[config.mk]
export PLATFORM = sky130hd
export DESIGN_NAME = spi_cfg_master
export DESIGN_NICKNAME = d
export VERILOG_FILES = /design/src/rtl/spi_cfg_pkg.sv /design/src/rtl/cmd_fifo.sv /design/src/rtl/spi_cfg_master.sv
export SDC_FILE = /design/constraint.sdc
export NUM_CORES = 1
export LEC_CHECK = 0
export ABC_AREA = 1
export CAP_MARGIN = 0
export CELL_PAD_IN_SITES_DETAIL_PLACEMENT = 1
export CELL_PAD_IN_SITES_GLOBAL_PLACEMENT = 2
export CORE_UTILIZATION = 40
export DETAILED_ROUTE_END_ITERATION = 10
export DONT_BUFFER_PORTS = 1
export GPL_TIMING_DRIVEN = 0
export PLACE_DENSITY_LB_ADDON = 0.1
export SYNTH_ARGS = -nofsm -noshare
export SYNTH_HDL_FRONTEND = slang
export SYNTH_HIERARCHICAL = 1
export SYNTH_SLANG_ARGS = --single-unit
[constraint.sdc]
create_clock -name clk -period 2.3 [get_ports clk]
set_input_delay 0.23 -clock clk [delete_from_list [all_inputs] [get_ports clk]]
set_output_delay 0.23 -clock clk [all_outputs]
set_load 0.05 [all_outputs]
[src/rtl/spi_cfg_pkg.sv]
// Shared definitions for the SPI configuration master: peripheral register map,
// frame layout constants, FSM state type and the frame builder.
package spi_cfg_pkg;

    localparam logic [6:0] ADDR_EN_OUT_7_0  = 7'h00;
    localparam logic [6:0] ADDR_EN_OUT_15_8 = 7'h01;
    localparam logic [6:0] ADDR_EN_PWM_7_0  = 7'h02;
    localparam logic [6:0] ADDR_EN_PWM_15_8 = 7'h03;
    localparam logic [6:0] ADDR_PWM_DUTY    = 7'h04;

    localparam logic       SPI_RW_WRITE     = 1'b1;
    localparam int         SPI_FRAME_BITS   = 16;
    localparam int         CMD_W            = SPI_FRAME_BITS - 1;

    typedef enum logic [2:0] {
        ST_IDLE,
        ST_SETUP,
        ST_SHIFT,
        ST_HOLD,
        ST_GAP
    } state_e;

    function automatic logic [SPI_FRAME_BITS-1:0] build_frame(input logic [CMD_W-1:0] cmd);
        return {SPI_RW_WRITE, cmd};
    endfunction

endpackage

[src/rtl/cmd_fifo.sv]
// Command FIFO holding {addr, data} words; power-of-two depth so the
// pointers wrap naturally, plus an occupancy count.
module cmd_fifo #(
    parameter int DEPTH = 4,
    parameter int WIDTH = 15
) (
    input  logic                   clk,
    input  logic                   rst_n,
    input  logic                   push_i,
    input  logic                   pop_i,
    input  logic [WIDTH-1:0]       wdata_i,
    output logic [WIDTH-1:0]       rdata_o,
    output logic [$clog2(DEPTH):0] count_o
);

    localparam int AW = $clog2(DEPTH);

    logic [WIDTH-1:0] mem_q [DEPTH];
    logic [AW-1:0]    wr_ptr_q, wr_ptr_d;
    logic [AW-1:0]    rd_ptr_q, rd_ptr_d;
    logic [AW:0]      count_q, count_d;

    // NOTE: every always_comb output gets a default first, so no path infers a latch.
    always_comb begin
        wr_ptr_d = wr_ptr_q;
        rd_ptr_d = rd_ptr_q;
        count_d  = count_q;
        if (push_i) wr_ptr_d = wr_ptr_q + 1'b1;
        if (pop_i)  rd_ptr_d = rd_ptr_q + 1'b1;
        if (push_i && !pop_i)      count_d = count_q + 1'b1;
        else if (pop_i && !push_i) count_d = count_q - 1'b1;
    end

    // NOTE: sequential state uses non-blocking assignments so all flops update together.
    always_ff @(posedge clk) begin
        if (!rst_n) begin
            wr_ptr_q <= '0;
            rd_ptr_q <= '0;
            count_q  <= '0;
        end else begin
            wr_ptr_q <= wr_ptr_d;
            rd_ptr_q <= rd_ptr_d;
            count_q  <= count_d;
        end
    end

    // NOTE: storage is not reset; the pointers and count decide which entries are live.
    always_ff @(posedge clk) begin
        if (push_i) mem_q[wr_ptr_q] <= wdata_i;
    end

    assign rdata_o = mem_q[rd_ptr_q];
    assign count_o = count_q;

endmodule

[src/rtl/spi_cfg_master.sv]
// Host-side SPI mode-0 write master: drains the command FIFO into 16-bit
// frames with paced sCLK and a guaranteed nCS-high gap between frames.
module spi_cfg_master
    import spi_cfg_pkg::*;
#(
    parameter int CLK_DIV    = 4,
    parameter int FIFO_DEPTH = 4,
    parameter int GAP_CYCLES = 8
) (
    input  logic                        clk,
    input  logic                        rst_n,
    input  logic                        cmd_valid,
    output logic                        cmd_ready,
    input  logic [6:0]                  cmd_addr,
    input  logic [7:0]                  cmd_data,
    output logic                        busy,
    output logic [$clog2(FIFO_DEPTH):0] fifo_count,
    output logic [7:0]                  frames_done,
    output logic                        sCLK,
    output logic                        nCS,
    output logic                        COPI
);

    localparam int CW      = $clog2(FIFO_DEPTH) + 1;
    localparam int TMR_MAX = (CLK_DIV > GAP_CYCLES) ? CLK_DIV : GAP_CYCLES;
    localparam int TMR_W   = $clog2(TMR_MAX);

    localparam logic [TMR_W-1:0] HALF_LOAD = TMR_W'(CLK_DIV - 1);
    localparam logic [TMR_W-1:0] GAP_LOAD  = TMR_W'(GAP_CYCLES - 1);
    localparam logic [4:0]       LAST_HALF = 5'd31;
    localparam logic [4:0]       LAST_FALL = 5'd30;

    state_e                    state_q;
    logic [SPI_FRAME_BITS-1:0] shift_q;
    logic [TMR_W-1:0]          tmr_q;
    logic [4:0]                half_q;
    logic [7:0]                frames_q;
    logic                      ncs_q, sclk_q, copi_q;

    logic [CMD_W-1:0]          fifo_rdata;
    logic [CW-1:0]             count;
    logic                      push, pop;

    assign cmd_ready = rst_n && (count != CW'(FIFO_DEPTH));
    assign push      = cmd_valid && cmd_ready;
    assign pop       = (state_q == ST_IDLE) && (count != '0);

    cmd_fifo #(
        .DEPTH (FIFO_DEPTH),
        .WIDTH (CMD_W)
    ) u_cmd_fifo (
        .clk     (clk),
        .rst_n   (rst_n),
        .push_i  (push),
        .pop_i   (pop),
        .wdata_i ({cmd_addr, cmd_data}),
        .rdata_o (fifo_rdata),
        .count_o (count)
    );

    always_ff @(posedge clk) begin
        if (!rst_n) begin
            state_q  <= ST_IDLE;
            shift_q  <= '0;
            tmr_q    <= '0;
            half_q   <= '0;
            frames_q <= '0;
            ncs_q    <= 1'b1;
            sclk_q   <= 1'b0;
            copi_q   <= 1'b0;
        end else begin
            unique case (state_q)
                ST_IDLE: begin
                    if (pop) begin
                        shift_q <= build_frame(fifo_rdata);
                        copi_q  <= SPI_RW_WRITE;
                        ncs_q   <= 1'b0;
                        tmr_q   <= HALF_LOAD;
                        state_q <= ST_SETUP;
                    end
                end
                ST_SETUP: begin
                    if (tmr_q != '0) begin
                        tmr_q <= tmr_q - 1'b1;
                    end else begin
                        sclk_q  <= 1'b1;
                        half_q  <= '0;
                        tmr_q   <= HALF_LOAD;
                        state_q <= ST_SHIFT;
                    end
                end
                ST_SHIFT: begin
                    if (tmr_q != '0) begin
                        tmr_q <= tmr_q - 1'b1;
                    end else begin
                        tmr_q <= HALF_LOAD;
                        if (half_q == LAST_HALF) begin
                            sclk_q  <= 1'b0;
                            state_q <= ST_HOLD;
                        end else begin
                            half_q <= half_q + 1'b1;
                            sclk_q <= ~sclk_q;
                            // Advance data on falling edges; bit 0 stays put through the final fall.
                            if (sclk_q && half_q != LAST_FALL) begin
                                copi_q  <= shift_q[SPI_FRAME_BITS-2];
                                shift_q <= {shift_q[SPI_FRAME_BITS-2:0], 1'b0};
                            end
                        end
                    end
                end
                ST_HOLD: begin
                    if (tmr_q != '0) begin
                        tmr_q <= tmr_q - 1'b1;
                    end else begin
                        ncs_q    <= 1'b1;
                        copi_q   <= 1'b0;
                        frames_q <= frames_q + 1'b1;
                        tmr_q    <= GAP_LOAD;
                        state_q  <= ST_GAP;
                    end
                end
                ST_GAP: begin
                    if (tmr_q != '0) tmr_q   <= tmr_q - 1'b1;
                    else             state_q <= ST_IDLE;
                end
                default: state_q <= ST_IDLE;
            endcase
        end
    end

    assign busy        = (state_q != ST_IDLE) || (count != '0);
    assign fifo_count  = count;
    assign frames_done = frames_q;
    assign sCLK        = sclk_q;
    assign nCS         = ncs_q;
    assign COPI        = copi_q;

endmodule

# --- Word-level counts from Yosys, hierarchy flattened ---
# Memories as Yosys holds them, arrays and structs flattened. A register that Yosys moved wholly into a read port is not among the register bits.
# Cells that the tools add are included.
totals:
  register_bits: 44
  mem_bits_rw: 60
  inputBits: 18
  output_inout_bits: 16
  word_cells: 104
  memories: 1
memory_table:
  columns: ["memory", "words", "width", "rd", "rd_clocked_by_memory_dff", "write_ports", "line", "text"]
  rows:
  - ["u_cmd_fifo.mem_q", 4, 15, 1, 1, 1, "cmd_fifo.sv:18", "logic [WIDTH-1:0] mem_q [DEPTH];"]
op_classes:
  add_sub_neg: 7
  n_eq_ne: 16
  n_mux: 39
  n_bitwise: 2
  n_reduce_logical: 28
ops:
  columns: ["operator", "count"]
  rows:
  - ["$mux W15", 4]
  - ["$mux W3", 12]
  - ["$pmux W15 S2", 1]
  - ["$ne A2 B2 Y1 const B", 8]
  - ["$mux W5", 3]
  - ["$pmux W3 S5", 1]
  - ["$pmux W3 S4", 1]
  - ["$reduce_and A6 Y1", 2]
  - ["$reduce_bool A3 Y1", 4]
  - ["$mux W1", 11]
  - ["$pmux W5 S2", 1]
  - ["$reduce_and A3 Y1", 3]
  - ["$add A8 B1 Y8 const B", 1]
  - ["$reduce_bool A2 Y1", 4]
  - ["$eq A3 B2 Y1 const B", 2]
  - ["$logic_and A1 B1 Y1", 6]
  - ["$sub A3 B1 Y3 const B", 2]
  - ["$add A5 B1 Y5 const B", 1]
  - ["$eq A5 B5 Y1 const B", 1]
  - ["$ne A5 B5 Y1 const B", 1]
  - ["$reduce_and A5 Y1", 1]
  - ["$add A2 B1 Y2 const B", 2]
  - ["$mux W2", 2]
  - ["$pmux W1 S2", 2]
  - ["14 further kinds", 16]

# --- Logic depth before layout (Yosys ltp) ---
depth:
  ltp_word: 7
  mapped_depth: 14
  ltp_nobuf: 14

# --- Modules after synthesis ---
# Netlist, hierarchy kept.
by_module_without_submodules:
  columns: ["module", "n_inst", "cells_per_inst", "area_per_inst_um2"]
  rows:
  - ["cmd_fifo", 1, 201, 2778.9]
  - ["spi_cfg_master", 1, 306, 2087.0]

# --- Worst setup path after synthesis ---
# OpenSTA, ideal clock, no wires.
synth_timing:
  path_kind: "reg2reg"
  startpoint: "register u_cmd_fifo.count_q[0] (netlist: u_cmd_fifo/count_o[0])"
  endpoint: "register u_cmd_fifo.count_q[2] (netlist: u_cmd_fifo/count_o[2])"
  arrival_time_ns: 2.956
  slack_ns: -0.766
  stages_incl_launch_ff: 13
  synth_period_minus_slack_ns: 3.066
  cell_sequence: "dfxtp_1 > inv_1 > a31oi_1 > and2_1 > ha_1 > inv_1 > fa_1 > inv_1 > nand2_1 > nand3_1 > nand2_1 > inv_1 > nor2_1"
synth_via:
  elab_chain_len: 6
synth_rtl:
  columns: ["item", "line", "text"]
  rows:
  - ["from (decl)", "cmd_fifo.sv:21", "logic [AW:0] count_q, count_d;"]
  - ["from (signal assigned)", "cmd_fifo.sv:43", "count_q <= count_d;"]
  - ["$ne A3 B3 Y1 *", "spi_cfg_master.sv:44", "assign cmd_ready = rst_n && (count != CW'(FIFO_DEPTH));"]
  - ["$logic_and A1 B1 Y1 *", "spi_cfg_master.sv:44", null]
  - ["named net cmd_ready", "spi_cfg_master.sv:13", "output logic cmd_ready,"]
  - ["$logic_and A1 B1 Y1 *", "spi_cfg_master.sv:45", "assign push = cmd_valid && cmd_ready;"]
  - ["named net push", "spi_cfg_master.sv:42", "logic push, pop;"]
  - ["$logic_not A1 Y1", "cmd_fifo.sv:31", "else if (pop_i && !push_i) count_d = count_q - 1'b1;"]
  - ["$logic_and A1 B1 Y1", "cmd_fifo.sv:31", null]
  - ["$reduce_bool A2 Y1 (no line)", null, null]
# The timed path passes the listed nets; every way through them passes the cells marked *. The select of a mux whose other input is x is not followed.
# A chain may end at the register's enable or synchronous reset.

# --- Final worst setup path ---
# Same ends and word-level chain as after synthesis.

==> summary.md <==
| Metric | Value |
|---|---|
| Number of routed nets with antenna violations | `0` |
| Core region area | `around 12000 um2` |
| Clock insertion delay at the later pin of the skew report | `0.35 ns` |
| Required time at the worst-slack endpoint | `2.55 ns` |
| Number of warning messages in the yosys log | `6` |
| Routed vias | `approximately 3.4k` |
| Final setup violation count | `0` |
| Synthesized netlist net count | `roughly 540` |
| Power Internal | `3960 uW` |
| Total non-filler cell area in the finished layout | `5550 um2` |
| Buffering stage count on the worst path with inverters included | `4` |
| Max VDD drop | `0.000567 V` |
| Share of total power in sequential cells | `39.7%` |
| Reported max-cap violation count | `0` |
| Kind of start point of the critical path | `flop` |
| Placed inst area | `5060 um2` |
| CTS H-tree depth | `3` |
| Inserted Diodes | `0` |
| Final total negative setup slack | `0 ns` |
| Portion of total power attributed to combinational logic | `38.6%` |
| Post-DR vias/cell | `4.99` |
| Destination of the worst register-to-register timing path | `u_cmd_fifo/count_o[2]` |
| Max FO, Critical Path | `4` |
| Synthesized instance count | `507` |
| Num CTS Buffers | `9` |
| Timing-limited maximum frequency | `452 MHz` |
| CP delay by family, top | `adder cells` |
| Vertical die dimension | `between 100 and 150 um` |
| Crit path time final | `2.21 ns` |
| RePlAce Congestion | `0.767` |
| Maximum single-stage delay on the critical path | `0.47 ns` |
| Transition time of the tightest slew-check pin | `0.614 ns` |
| Port bufs | `0` |
| Initial drt markers | `163` |
| Fraction of layout cells with a size suffix above 1 | `19.9%` |
| Flop and latch count out of synthesis | `106` |
| Final worst-path cycle share | `96.3%` |
| Detailed-routing iteration count for the pre-antenna-repair pass | `4` |
| Die width | `112 um` |
| Final routed wirelength across all metal layers | `around 11 mm` |
| Sort of element at the end of the critical path | `flop` |
| Remaining global-route overflow | `0` |
| Endpoint of the worst hold path | `u_cmd_fifo/count_o[1]` |
| Fillers | `1320` |
| Clock network fraction of design power | `21.7%` |
| Max transition margin | `59.0%` |
| Detailed placement HPWL | `approximately 7.7 mm` |
| Worst-path cell chain | `inv_2 -> a31oi_4 -> and2_4 -> ha_2 -> inv_1 -> fa_2 -> inv_1 -> nand2_1 -> nand3_1 -> nand2_1 -> inv_1 -> nor2_1` |
| Switching portion of total power | `40.8%` |
| Floorplan die area | `12600 um2` |
| Mean routed wirelength per cell | `16.4 um` |
| Startpoint of the worst hold path | `rst_n` |
| Clock-pin slew on the worst setup and hold paths | `0.07 ns` |
| Total power per unit cell area | `between 1000 and 1500 nW/um2` |
| CTS root buffer | `clkbuf_16` |
| Average size of a mapped cell | `9.60 um2` |
| Share of synthesized area occupied by flip-flops and latches | `56.0%` |
| Kind of path behind the tightest hold check | `in -> reg` |
| Starting density of the core | `around two fifths` |
| First-pass GRT wire length | `18.2 mm` |
| Row cnt | `39` |
| Number of cell instances on the worst register-to-register path | `12` |
| Reg-to-reg startpoint | `u_cmd_fifo/count_o[0]` |
| Antenna violations before repair | `0` |
| Total count of hold-check failures in the final report | `0` |
| Layout-stage area growth over the synthesis result | `14.1%` |
| Static power due to leakage | `0.00212 uW` |
| Result of the run | `complete, no violations` |
| Total clock sinks | `106` |
| Maximum number of pins on one net before global-route repair | `19` |
| Setup repair after global routing missed its margin | `true` |
| Largest buffer count on any clock path | `2` |
| Type of the worst setup path | `reg -> reg` |
| Net count reported at finish | `565` |
| Unique masters post-synth | `37` |
| CP most frequent cell | `inv_1` |
| Switching power total | `2730 uW` |
| CTS tree | `built` |
| Number of DRC violations after detailed routing | `0` |
| Netlist Area Pre-Place | `4870 um2` |
| Overall power consumption | `6690 uW` |
| Total I/O pin count | `34` |
| Clock Skews | `0.00693 ns` |
| Vias in the first global route | `roughly 3.5k` |
| Reg2Reg Setup Slack | `0.09 ns` |
| Slowest library cell on the worst path | `dfxtp_4` |
| Pins over their slew limit | `0` |
| Global-route total usage across every layer | `19.2%` |
| Data arrival time of the critical path | `2.47 ns` |
| Min-Delay Path Depth | `2` |
==> synth_stat cells, drive strengths merged <==
master  instances  area (um2)
and2            1        6.26
ha             11         138
nand2         103         420
nand4           2        12.5
o21ai          61         350
dfxtp          46         921
xnor2           2        17.5
a21oi          26         130
xor2            2        17.5
inv            50         193
clkbuf          3        11.3
nor2           92         429
edfxtp         60        1800
nor3            2        15.0
a31oi           1        6.26
buf            14         136
nand3b          1        7.51
nand3          12        65.1
o22ai          15         156
fa              1        20.0
clkinv          1        3.75
o211ai          1        7.51
==> worst max-delay path by stage <==
stage | start | endpoint | slack (ns) | cells past startpoint
2_1_floorplan | u_cmd_fifo/count_o[0] | u_cmd_fifo/count_o[2] | 0.008 | 12
3_3_place_gp | rst_n | u_cmd_fifo/count_o[2] | -0.22 | 12
3_5_place_dp | rst_n | u_cmd_fifo/count_o[2] | -0.28 | 12
4_1_cts | u_cmd_fifo/count_o[0] | u_cmd_fifo/count_o[2] | 0.01 | 12
5_1_grt | u_cmd_fifo/count_o[1] | u_cmd_fifo/count_o[2] | -0.05 | 12
6_report | u_cmd_fifo/count_o[0] | u_cmd_fifo/count_o[2] | 0.09 | 12
==> stage by stage <==
stage / hold WS, ns / instances / worst slack, ns / utilization, %
global placement: 0.329 / 650 / -0.220 / 43.6
finish: 0.0183 / 682 / 0.0853 / 47.8
floorplan: 0.329 / 507 / 0.00806 / -
detailed placement: 0.329 / 650 / -0.279 / 43.6
global route: 0.0243 / 682 / -0.0467 / 47.8
CTS: 0.00606 / 681 / 0.00965 / 47.4
==> what timing repair did <==
| action | CTS | global route |
|---|---|---|
| hold endpoints to repair | 63 | 0 |
| setup endpoints to repair | 62 | 20 |
| pin swaps | 2 | 2 |
| resized for setup | 6 | 10 |
| hold buffers | 16 | 0 |
| setup buffers | 0 | 1 |
==> per-layer routing <==
layer / wire length (um) / part of all wire (%) / track usage (%) / up-vias
li1: - / - / - / 1737
met1: 5290 / 47 / 24.4 / 1626
met2: 5470 / 49 / 32.3 / 28
met3: 262 / 2.3 / 3.73 / 10
met4: 163 / 1.5 / 7.47 / 0
met5: 0 / 0 / 0 / -
==> cells by family (layout without fill, tap and decap cells) <==
logic type / Yosys count / after routing / synth area share, %
xor+xnor: 4 / 4 / 0.720
simple gates: 213 / 213 / 19.6
compound gates: 104 / 104 / 13.4
flops: 106 / 106 / 56.0
buf+inv: 68 / 100 / 7.07
fa+ha+maj: 12 / 12 / 3.24
==> power groups by stage <==
stage / Clock, uW / Sequential [uW] / Combinational [uW]
global placement: 0 / 2680 / 2500
detailed placement: 0 / 2690 / 2540
CTS: 1500 / 2650 / 2590
finish: 1450 / 2660 / 2580
global route: 1560 / 2690 / 2900
floorplan: 0 / 2630 / 2000
==> flip-flops by register name, summed over array words and instances, names as in the netlist, named ones only <==
signal	flops
u_cmd_fifo/rd_ptr_q	2
state_q	3
u_cmd_fifo/count_o	3
tmr_q	3
sCLK	1
half_q	5
shift_q	15
u_cmd_fifo/wr_ptr_q	2
frames_done	8
COPI	1
u_cmd_fifo/mem_q	60
nCS	1
==> layout by cell type (no fill, tap or decap), types with 9 or more instances in the layout <==
cell,synthesis,routed
ha_1,11,10
nand2_1,95,95
inv_1,39,33
dlygate4sd3_1,0,16
a21oi_1,26,26
dfxtp_1,46,43
edfxtp_1,60,60
o21ai_0,21,20
inv_2,10,11
nor2_2,15,16
nor2_1,72,71
o21ai_2,12,12
o21ai_1,28,29
o22ai_2,10,10
clkbuf_16,0,9
nand3_1,11,11
==> area by class of cell <==
class                      count  area [um2]  share of cell area, %
clock buffer                   9         225                   4.06
inverter                      51         214                   3.85
sequential                   106        2730                   49.2
tap                          143         179                   3.22
timing repair buffer          17         180                   3.25
multi-input combinational    333        1820                   32.9
clock inverter                 6        47.5                  0.856
buffer                        17         148                   2.66
Note: power is estimated with default switching activity, not from simulation.
